[src/rtl/processor_pkg.sv]
// Shared processor types: word width, instruction/address words and the
// {pc, data} entry carried through the fetch prefetch buffer.
package processor_pkg;

  localparam int WORD_W = 32;

  typedef logic [WORD_W-1:0] word_t;
  typedef logic [WORD_W-1:0] addr_t;

  typedef struct packed {
    addr_t pc;
    word_t data;
  } fetch_entry_t;

endpackage

[src/rtl/instruction_fetch_unit_if.sv]
// Fetch-unit bus bundle: control-unit redirect, instruction RAM port and the
// instruction handshake toward decode. master = fetch unit, slave = its peers.
interface instruction_fetch_unit_if;
  import processor_pkg::*;

  logic  redirect_valid;
  addr_t redirect_pc;
  addr_t mem_a;
  logic  mem_rw;
  word_t mem_dout;
  logic  inst_valid;
  word_t inst_data;
  addr_t inst_pc;
  logic  inst_ready;

  modport master (
    input  redirect_valid, redirect_pc, mem_dout, inst_ready,
    output mem_a, mem_rw, inst_valid, inst_data, inst_pc
  );

  modport slave (
    output redirect_valid, redirect_pc, mem_dout, inst_ready,
    input  mem_a, mem_rw, inst_valid, inst_data, inst_pc
  );

endinterface

[src/rtl/fetch_fifo.sv]
// Synchronous prefetch FIFO with flush; the head is presented combinationally
// from storage and reads as zero while the FIFO is empty.
module fetch_fifo #(
  parameter  int DEPTH = 4,
  parameter  int WIDTH = 64,
  localparam int PTR_W = $clog2(DEPTH),
  localparam int CNT_W = PTR_W + 1
) (
  input  logic             clk,
  input  logic             rst_n,
  input  logic             i_push,
  input  logic             i_pop,
  input  logic             i_flush,
  input  logic [WIDTH-1:0] i_din,
  output logic [CNT_W-1:0] o_count,
  output logic             o_valid,
  output logic [WIDTH-1:0] o_head
);

  logic [WIDTH-1:0] r_mem [DEPTH];
  logic [PTR_W-1:0] r_wr_ptr;
  logic [PTR_W-1:0] r_rd_ptr;
  logic [CNT_W-1:0] r_count;
  logic             w_pop;

  assign w_pop = i_pop && (r_count != '0);

  always_ff @(posedge clk or negedge rst_n) begin
    if (!rst_n) begin
      r_wr_ptr <= '0;
      r_rd_ptr <= '0;
      r_count  <= '0;
    end else if (i_flush) begin
      r_wr_ptr <= '0;
      r_rd_ptr <= '0;
      r_count  <= '0;
    end else begin
      if (i_push) r_wr_ptr <= r_wr_ptr + PTR_W'(1);
      if (w_pop)  r_rd_ptr <= r_rd_ptr + PTR_W'(1);
      r_count <= r_count + CNT_W'(i_push) - CNT_W'(w_pop);
    end
  end

  // NOTE: storage has no reset; the head is masked to zero while empty instead.
  always_ff @(posedge clk) begin
    if (i_push && !i_flush) r_mem[r_wr_ptr] <= i_din;
  end

  assign o_count = r_count;
  assign o_valid = (r_count != '0);
  assign o_head  = o_valid ? r_mem[r_rd_ptr] : '0;

endmodule

[src/rtl/instruction_fetch_unit.sv]
// Instruction fetch front end: owns the fetch PC, issues RAM reads against
// FIFO credit, buffers returned words and handles branch redirects.
module instruction_fetch_unit
  import processor_pkg::*;
#(
  parameter addr_t RESET_PC = 32'h0,
  parameter int    DEPTH    = 4
) (
  input  logic                     clk,
  input  logic                     rst_n,
  instruction_fetch_unit_if.master bus
);

  localparam int CNT_W = $clog2(DEPTH) + 1;

  addr_t        r_fetch_pc;
  logic         r_pending;
  addr_t        r_pending_pc;

  logic [CNT_W-1:0] w_count;
  logic [CNT_W-1:0] w_credit;
  logic             w_issue;
  logic             w_push;
  logic             w_valid;
  fetch_entry_t     w_din;
  fetch_entry_t     w_head;

  // In-flight read already owns a slot, so a push can never find the FIFO full.
  assign w_credit = w_count + CNT_W'(r_pending);
  assign w_issue  = !bus.redirect_valid && (w_credit < CNT_W'(DEPTH));
  assign w_push   = r_pending && !bus.redirect_valid;
  assign w_din    = '{pc: r_pending_pc, data: bus.mem_dout};

  // NOTE: sequential state uses non-blocking assignments only.
  always_ff @(posedge clk or negedge rst_n) begin
    if (!rst_n) begin
      r_fetch_pc   <= RESET_PC;
      r_pending    <= 1'b0;
      r_pending_pc <= '0;
    end else if (bus.redirect_valid) begin
      r_fetch_pc <= bus.redirect_pc;
      r_pending  <= 1'b0;
    end else begin
      r_pending <= w_issue;
      if (w_issue) begin
        r_fetch_pc   <= r_fetch_pc + 32'd1;
        r_pending_pc <= r_fetch_pc;
      end
    end
  end

  fetch_fifo #(
    .DEPTH (DEPTH),
    .WIDTH ($bits(fetch_entry_t))
  ) u_fifo (
    .clk     (clk),
    .rst_n   (rst_n),
    .i_push  (w_push),
    .i_pop   (bus.inst_ready),
    .i_flush (bus.redirect_valid),
    .i_din   (w_din),
    .o_count (w_count),
    .o_valid (w_valid),
    .o_head  (w_head)
  );

  assign bus.mem_a      = r_fetch_pc;
  assign bus.mem_rw     = 1'b0;
  assign bus.inst_valid = w_valid;
  assign bus.inst_data  = w_head.data;
  assign bus.inst_pc    = w_head.pc;

endmodule
[src/flat_wrapper.sv]
// flat-port wrapper written by rule: the top's interface ports become plain ports
module instruction_fetch_unit_flat import processor_pkg::*;
#(
  parameter addr_t RESET_PC = 32'h0,
  parameter int    DEPTH    = 4
)
  (clk, rst_n, bus_redirect_valid, bus_redirect_pc, bus_mem_dout, bus_inst_ready, bus_mem_a, bus_mem_rw, bus_inst_valid, bus_inst_data, bus_inst_pc);
  instruction_fetch_unit_if bus_i ();
  input  logic clk;
  input  logic rst_n;
  input wire logic [$bits(bus_i.redirect_valid)-1:0] bus_redirect_valid;
  input wire logic [$bits(bus_i.redirect_pc)-1:0] bus_redirect_pc;
  input wire logic [$bits(bus_i.mem_dout)-1:0] bus_mem_dout;
  input wire logic [$bits(bus_i.inst_ready)-1:0] bus_inst_ready;
  output wire logic [$bits(bus_i.mem_a)-1:0] bus_mem_a;
  output wire logic [$bits(bus_i.mem_rw)-1:0] bus_mem_rw;
  output wire logic [$bits(bus_i.inst_valid)-1:0] bus_inst_valid;
  output wire logic [$bits(bus_i.inst_data)-1:0] bus_inst_data;
  output wire logic [$bits(bus_i.inst_pc)-1:0] bus_inst_pc;
  assign bus_i.redirect_valid = bus_redirect_valid;
  assign bus_i.redirect_pc = bus_redirect_pc;
  assign bus_i.mem_dout = bus_mem_dout;
  assign bus_i.inst_ready = bus_inst_ready;
  assign bus_mem_a = bus_i.mem_a;
  assign bus_mem_rw = bus_i.mem_rw;
  assign bus_inst_valid = bus_i.inst_valid;
  assign bus_inst_data = bus_i.inst_data;
  assign bus_inst_pc = bus_i.inst_pc;
  instruction_fetch_unit #(.RESET_PC(RESET_PC), .DEPTH(DEPTH)) u_core (.clk(clk), .rst_n(rst_n), .bus(bus_i));
endmodule
[config.mk]
export PLATFORM = sky130hd
export DESIGN_NAME = instruction_fetch_unit_flat
export DESIGN_NICKNAME = d
export VERILOG_FILES = /design/src/rtl/processor_pkg.sv /design/src/rtl/instruction_fetch_unit_if.sv /design/src/rtl/fetch_fifo.sv /design/src/rtl/instruction_fetch_unit.sv /design/src/flat_wrapper.sv
export SDC_FILE = /design/constraint.sdc
export NUM_CORES = 1
export LEC_CHECK = 0
export BUFFER_PORTS_ARGS = -buffer_cell sky130_fd_sc_hd__buf_4
export CAP_MARGIN = 20
export CORE_ASPECT_RATIO = 1.5
export CORE_MARGIN = 2
export CORE_UTILIZATION = 52
export CTS_CLUSTER_SIZE = 8
export DETAILED_ROUTE_END_ITERATION = 8
export GPL_ROUTABILITY_DRIVEN = 0
export MAX_ROUTING_LAYER = met4
export PLACE_DENSITY = 0.87
export SLEW_MARGIN = 15
export SYNTH_ARGS = -nofsm -noshare
export SYNTH_HDL_FRONTEND = slang
export SYNTH_HIERARCHICAL = 1
export SYNTH_SLANG_ARGS = --single-unit
[constraint.sdc]
create_clock -name clk -period 2.6 [get_ports clk]
set_input_delay 0.52 -clock clk [delete_from_list [all_inputs] [get_ports clk]]
set_output_delay 0.52 -clock clk [all_outputs]
set_load 0.05 [all_outputs]
==> impl_metrics.json, run 1 <==
{
  "drc_errors": 0,
  "htree_num_levels": 2,
  "crit_required_ns": 2.08,
  "drive_gt1_frac": 0.445,
  "final.setup.worst_slack_ns": -0.0929,
  "row_count": 71,
  "end_kind": "output pin",
  "nets": 1035,
  "cts.sinks": 328,
  "synth_cells": 738,
  "use_met3": 0.0350,
  "outcome": "finished, violations left",
  "grt_max_degree": 58,
  "synth.top_cell.area_share": 0.579,
  "die_h_um": 200,
  "synth_common_cells": "256 x edfxtp_1, 72 x dfrtp_1, 70 x and2_1",
  "synth_area_um2": 13300,
  "port_buffers": 164,
  "cts_tree": "built",
  "die_w_um": 134,
  "vdd_drop_max_v": 0.000612,
  "pwr_density_cell_nw_per_um2": 1130,
  "violations": "setup timing",
  "syn2layout_area_growth_pct": 28.4,
  "max_freq_mhz": 371,
  "ctsRootBufferMaster": "clkbuf_16",
  "ys.flop_type": "edfxtp_1",
  "synth.yosys.seq_area_share": 0.715,
  "grt_use_met2": 0.392,
  "cp.arrival_ns": 2.17,
  "via_count": 7449,
  "yosys_warnings": 6,
  "start_kind": "flip-flop",
  "pwr-share-seq": 0.353,
  "setup_viol": 63,
  "drt-initial-drc-count": 508,
  "tightest_slew_ns": 0.505,
  "drv_slew": 0,
  "grt_pass1_vias": 8055,
  "first_pass_iters": 4,
  "crit_start": "u_core/u_fifo/r_rd_ptr[0]$_DFFE_PN0P_",
  "total_power_uw": 19300,
  "r2r-start": "u_core/u_fifo/o_count[1]$_DFF_PN0_",
  "ant_nets": 0,
  "switching_share": 0.338,
  "synth_top_area_cell": "edfxtp_1",
  "antenna_found_initial": 1,
  "intPower_uw": 12800,
  "synth_nets": 814,
  "instances_no_fill": 1307,
  "p_sw_uw": 6520,
  "p_leak_uw": 0.00620,
  "grt.busiest_layer": "met2",
  "clk_latency_ns": 0.54,
  "grt.overflow.total": 0,
  "avgRoutedWirePerCell_um": 22.3,
  "p_comb_frac": 0.376,
  "critPathMaxFanout": 7,
  "period_needed_ns": 2.69,
  "synthTopCellsByArea": "edfxtp_1 58%, dfrtp_1 14%, mux4_2 11%",
  "synth.most_common_cell": "edfxtp_1",
  "clockBufferDepth": 3,
  "dp_cells": 1225,
  "finalClockSkew_ns": 0.0215,
  "fin_util": 0.680,
  "min_path_type": "input port to flip-flop",
  "rsz0062_at_grt": "yes",
  "drv_cap": 0,
  "hold_path.startpoint": "bus_redirect_pc[9]",
  "finalCritPeriodShare": 1.04,
  "setup.worst_path.class": "flip-flop to output pin",
  "dieArea_um2": 26900,
  "synth.avg_cell_area_um2": 18.0,
  "ios": 166,
  "totalWireLength_mm": 29.2,
  "initial_core_util": 0.530,
  "cts_buffers": 46,
  "yosys_register_bits": 328,
  "async_reset_ff_frac": 0.220,
  "grt_pass1_wl_mm": 44.0,
  "hpwl_mm": 17.3,
  "relSlewSlack": 0.663,
  "synth.distinct_cells": 43,
  "grtUsageTotal": 0.226,
  "finalHoldViolations": 0,
  "grt_util_met1": 0.258,
  "vias_per_cell": 5.70,
  "clkPwrFrac": 0.271,
  "synth-edff-count": 256,
  "path_clk_slew_ns": 0.05,
  "core_region_area_um2": 25100
}
state kept, by name, summed over array words and instances, names as in the netlist:
| signal | flops |
|---|---|
| u_core/u_fifo/r_mem | 256 |
| u_core/bus.mem_a | 32 |
| u_core/r_pending_pc | 32 |
| u_core/u_fifo/o_count | 3 |
| u_core/u_fifo/r_rd_ptr | 2 |
| u_core/u_fifo/r_wr_ptr | 2 |
| u_core/r_pending | 1 |
worst paths after layout:
check                                                       endpoint  slack, ns  cells after the start
worst min-delay path                 u_core/bus.mem_a[9]$_DFFE_PN0P_       0.18                      3
worst max-delay path                                bus_inst_data[7]      -0.09                      5
max in group asynchronous           u_core/bus.mem_a[24]$_DFFE_PN0P_       1.51                      3
worst min register to register  u_core/u_fifo/r_mem[3][62]$_DFFE_PP_       0.51                      0
min in group asynchronous         u_core/r_pending_pc[8]$_DFFE_PN0P_       0.49                      2
worst max register to register      u_core/bus.mem_a[26]$_DFFE_PN0P_       0.15                      6
layout make-up:
type | count | area [um2]
fill | 1648 | 8010
sequential | 328 | 9500
inverter | 10 | 37.5
tap | 328 | 410
antenna | 1 | 2.50
timing repair buffer | 213 | 2180
clock inverter | 3 | 33.8
multi-input combinational | 360 | 3660
clock buffer | 64 | 1220
through the flow:
step / hold WS, ns / setup TNS (ns) / setup WS [ns] / area (um2)
final: 0.179 / -3.03 / -0.0929 / 17000
after global routing: 0.172 / -6.33 / -0.136 / 17000
after CTS: 0.158 / -5.34 / -0.149 / 16800
after detailed placement: 0.500 / 0 / 0.250 / 15100
after global placement: 0.488 / 0 / 0.311 / 15100
after floorplan: 0.224 / -6.66 / -0.0260 / 13300
worst max-delay path, stage by stage, from the launching register on:
cell and delay (ns):
dfrtp_4 0.47, buf_12 0.16, clkbuf_16 0.17, mux4_2 0.50, and2_4 0.18, buf_6 0.14
power groups by stage:
stage	clock [uW]	combinational, uW	sequential (uW)
floorplan	0	4010	6900
global placement	0	5750	6850
detailed placement	0	5830	6910
CTS	5330	6820	6790
global route	5530	7560	6870
finish	5230	7240	6810
logic make-up after synthesis:
| kind of cell | count (synthesis) | share of synthesized area |
|---|---|---|
| AOI/OAI and AO/OA | 36 | 0.0158 |
| xor gates and xnor gates | 29 | 0.0202 |
| adders and majority gates | 8 | 0.00810 |
| buffers and inverters | 50 | 0.0218 |
| DFF | 328 | 0.715 |
| muxes | 105 | 0.143 |
| other | 1 | 0.000282 |
| and+or+nand+nor | 181 | 0.0757 |
per-layer routing:
metal | vias up | routed length (um)
li1 | 3280 | -
met1 | 3787 | 10800
met2 | 306 | 15600
met3 | 76 | 1440
met4 | 0 | 1290
met5 | - | 0
repair_timing:
action | in CTS | in global routing
buffers inserted | 8 | 0
endpoints found under the setup margin | 64 | 64
cloned | 2 | 3
hold buffers | 1 | 0
pin swaps | 4 | 0
endpoints found under the hold margin | 35 | 0
gates resized for setup | 94 | 52
layout by cell type (no fill, tap or decap), types with 4 or more instances in the layout:
cell and instances:
and3_1 4, xnor2_1 22, and2_1 7, nor2_1 12, buf_4 122, xor2_1 6, clkbuf_16 49, clkbuf_1 18
nand4_1 8, nor3_1 6, mux4_2 64, nor2b_1 5, nand3_1 8, dfrtp_1 69, a31oi_1 4, buf_12 13
mux2_2 38, inv_1 10, buf_8 10, edfxtp_1 256, and2_4 63, ha_1 7, nor4_1 13, nand2_1 40
buf_6 61, o21ai_0 25
Power figures use the tool's default switching activity.
==> run 2, diff against run 1 <==
--- a/config.mk
+++ b/config.mk
@@ -5,11 +5,13 @@
 export SDC_FILE = /design/constraint.sdc
 export NUM_CORES = 1
 export LEC_CHECK = 0
+export ABC_AREA = 1
 export BUFFER_PORTS_ARGS = -buffer_cell sky130_fd_sc_hd__buf_4
 export CAP_MARGIN = 20
 export CORE_ASPECT_RATIO = 1.5
 export CORE_MARGIN = 2
-export CORE_UTILIZATION = 52
+export CORE_UTILIZATION = 53
+export CTS_CLUSTER_DIAMETER = 100
 export CTS_CLUSTER_SIZE = 8
 export DETAILED_ROUTE_END_ITERATION = 8
 export GPL_ROUTABILITY_DRIVEN = 0
==> run 2 against run 1 <==
  * The flow now finishes without violations
  * Critical path depth rose by 3
  * Fmax rose by 3.6%
  * Via count rose by 51%
  * Synthesized area rose by 11%
  * Sequential cell count did not move
  * Wire length rose by 28%
  * Final cell count rose by 56%
  * First-iteration DRC count rose by 84%
  * Die area rose by 8.4%
  * Global-route usage rose by 3.0 points
==> impl_metrics.json, run 2 <==
{
  "outcome": "finished, final reports clean",
  "relSlewSlack": 0.585,
  "via_count": 11300,
  "instances_no_fill": 2038,
  "core_region_area_um2": 27200,
  "largest_reg_flops": 256,
  "p_leak_uw": 0.00788,
  "ctsRootBufferMaster": "clkbuf_16",
  "clk_latency_ns": 0.52,
  "drv_cap": 0,
  "nFillCells": 1921,
  "async_reset_ff_frac": 0.220,
  "drive_gt1_frac": 0.195,
  "htree_num_levels": 2,
  "ys.flop_type": "edfxtp_1",
  "ctsHoldBuffers": 0,
  "placedInstanceArea_um2": 16300,
  "synth-compound-area-share": 0.0493,
  "grt_max_degree": 68,
  "finalCritPeriodShare": 1.00,
  "synth.distinct_cells": 36,
  "yosys.area_share.simple": 0.213,
  "antenna_found_initial": 0,
  "die_w_um": 140,
  "vias_per_cell": 5.53,
  "dp_cells": 1968,
  "synth_nets": 1581,
  "critPathMaxFanout": 16,
  "fin_hold_ws_ns": 0.00769,
  "finalHoldViolations": 0,
  "syn2layout_area_growth_pct": 23.0,
  "synth-edff-count": 256,
  "yosys.area_share.xor_xnor": 0.00358,
  "synthTopCellsByArea": "edfxtp_1 52%, nand2_1 14%, dfrtp_1 12%",
  "tightest_slew_ns": 0.622,
  "switching_share": 0.419,
  "finalClockSkew_ns": 0.0128,
  "cts.sinks": 328,
  "nets": 1758,
  "antenna_cells": 0,
  "cts_buffers": 46,
  "cts_tree": "built",
  "max_freq_mhz": 385,
  "synth_area_um2": 14700,
  "min_path_type": "input port to asynchronous set/reset pin",
  "cp.arrival_ns": 2.08,
  "drc_errors": 0,
  "final_area_um2": 18100,
  "end_kind": "output pin",
  "crit_required_ns": 2.08,
  "grt_pass1_wl_mm": 57.7,
  "path_clk_slew_ns": 0.05,
  "intPower_uw": 12500,
  "regMostFlops": "u_core/u_fifo/r_mem",
  "period_needed_ns": 2.60,
  "yosys_register_bits": 328,
  "synth.top_cell.area_share": 0.523,
  "start_kind": "flip-flop",
  "p_sw_uw": 9040,
  "synth_top_area_cell": "edfxtp_1",
  "hpwl_mm": 21.8,
  "grtUsageTotal": 0.257,
  "synth_cells": 1505,
  "row_count": 74,
  "clkPwrFrac": 0.241,
  "setup_viol": 0,
  "vdd_drop_max_v": 0.000891,
  "synth_common_cells": "535 x nand2_1, 256 x edfxtp_1, 201 x inv_1",
  "synth.most_common_cell": "nand2_1",
  "pwr-share-seq": 0.333,
  "synth.mux.area_fraction": 0,
  "grt_pass1_vias": 11600,
  "pwr_density_cell_nw_per_um2": 1190,
  "avgRoutedWirePerCell_um": 18.3,
  "rsz0062_at_grt": "yes",
  "p_comb_frac": 0.426,
  "drv_slew": 0,
  "clockBufferDepth": 3,
  "yosys_warnings": 6,
  "initial_core_util": 0.540,
  "port_buffers": 164,
  "first_pass_iters": 8,
  "most-common-layout-cells": "533 x nand2_1, 256 x edfxtp_1, 201 x inv_1, 151 x buf_4, 104 x nand3_1",
  "setup_tns_ns": 0,
  "setup.worst_path.class": "flip-flop to output pin",
  "totalWireLength_mm": 37.3,
  "die_h_um": 208,
  "ant_nets": 0,
  "ios": 166,
  "place_ws_ns": 0.346,
  "synth.yosys.seq_area_share": 0.646,
  "synth_top_family_by_area": "simple AND/OR/NAND/NOR gates",
  "synthAdderAreaFrac": 0.00732,
  "final.setup.worst_slack_ns": 0.000156,
  "synth.avg_cell_area_um2": 9.77,
  "final_common_cell": "nand2_1",
  "drt-initial-drc-count": 937,
  "grt.overflow.total": 0,
  "dieArea_um2": 29100
}
[run 2: cell count changes in the layout (fill, tap and decap cells not counted), moves of 29 or more]
| cell | previous run | this run |
|---|---|---|
| buf_4 | 122 | 151 |
| and2_4 | 63 | 0 |
| nand3_1 | 8 | 104 |
| nor2_1 | 12 | 59 |
| buf_6 | 61 | 24 |
| o21ai_0 | 25 | 56 |
| mux4_2 | 64 | 0 |
| a21oi_2 | 0 | 46 |
| mux2_2 | 38 | 0 |
| inv_1 | 10 | 201 |
| nand2_1 | 40 | 533 |
[run 2: cell families after synthesis]
| logic type | count (synthesis) |
|---|---|
| AND/OR/NAND/NOR | 754 |
| flip-flops | 328 |
| buffers and inverters | 271 |
| AO/OA/AOI/OAI | 137 |
| adder cells (fa/ha/maj) | 8 |
| XOR/XNOR | 6 |
| other | 1 |
[run 2: layer usage]
| layer | global-route usage | part of all wire | vias to the layer above |
|---|---|---|---|
| met5 | - | 0 | - |
| met4 | 0.130 | 0.044 | 0 |
| met3 | 0.0262 | 0.066 | 133 |
| met2 | 0.453 | 0.53 | 595 |
| met1 | 0.288 | 0.36 | 5340 |
| li1 | - | - | 5207 |
[run 2: power by group through the flow]
stage                     registers [uW]  logic (uW)  clock network, uW
after floorplan                     7520        5320                  0
after global placement              7200        8010                  0
after detailed placement            7250        8170                  0
after CTS                           7170        8760               5300
after global routing                7290        9670               5520
final                               7190        9180               5210
[run 2: critical path, cell delays in order, from the launching register on]
cell and delay (ns):
dfrtp_4 0.49, buf_12 0.17, inv_16 0.13, clkbuf_16 0.19, nand2_1 0.06, nand2_1 0.06, nand2_1 0.06, a21oi_2 0.22
buf_6 0.19
[run 2: worst paths after layout]
| check | startpoint | end | slack [ns] | cells after the start |
|---|---|---|---|---|
| max | u_core/u_fifo/r_rd_ptr[0]$_DFFE_PN0P_ | bus_inst_pc[3] | 0.0002 | 8 |
| min | rst_n | u_core/bus.mem_a[3]$_DFFE_PN0P_ | 0.008 | 1 |
| max reg2reg | u_core/u_fifo/o_count[1]$_DFF_PN0_ | u_core/u_fifo/o_count[2]$_DFF_PN0_ | 0.35 | 12 |
| min reg2reg | u_core/r_pending_pc[10]$_DFFE_PN0P_ | u_core/u_fifo/r_mem[2][42]$_DFFE_PP_ | 0.52 | 0 |
| max in group asynchronous | rst_n | u_core/r_pending_pc[24]$_DFFE_PN0P_ | 1.99 | 2 |
| min in group clk | bus_mem_dout[8] | u_core/u_fifo/r_mem[1][8]$_DFFE_PP_ | 0.20 | 1 |
[run 2: cell type report]
| class | instances | area [um2] | share of cell area |
|---|---|---|---|
| tap | 342 | 428 | 0.0237 |
| multi-input combinational | 906 | 4260 | 0.236 |
| timing repair inverter | 1 | 8.76 | 0.000484 |
| sequential | 328 | 9500 | 0.525 |
| clock inverter | 1 | 8.76 | 0.000484 |
| inverter | 205 | 798 | 0.0441 |
| timing repair buffer | 194 | 1860 | 0.103 |
| clock buffer | 61 | 1230 | 0.0679 |
[run 2: stage by stage]
stage,total power (uW),utilization
after floorplan,12800,-
after global placement,15200,0.599
after detailed placement,15400,0.599
after CTS,21200,0.656
after global routing,22500,0.664
final,21600,0.664
[run 2: timing repair]
| action | 4_1_cts | 5_1_grt |
|---|---|---|
| endpoints found under the setup margin | 63 | 60 |
| pin swaps | 1 | 1 |
| gates cloned | 5 | 2 |
| resized for setup | 39 | 50 |
| setup buffers | 1 | 0 |
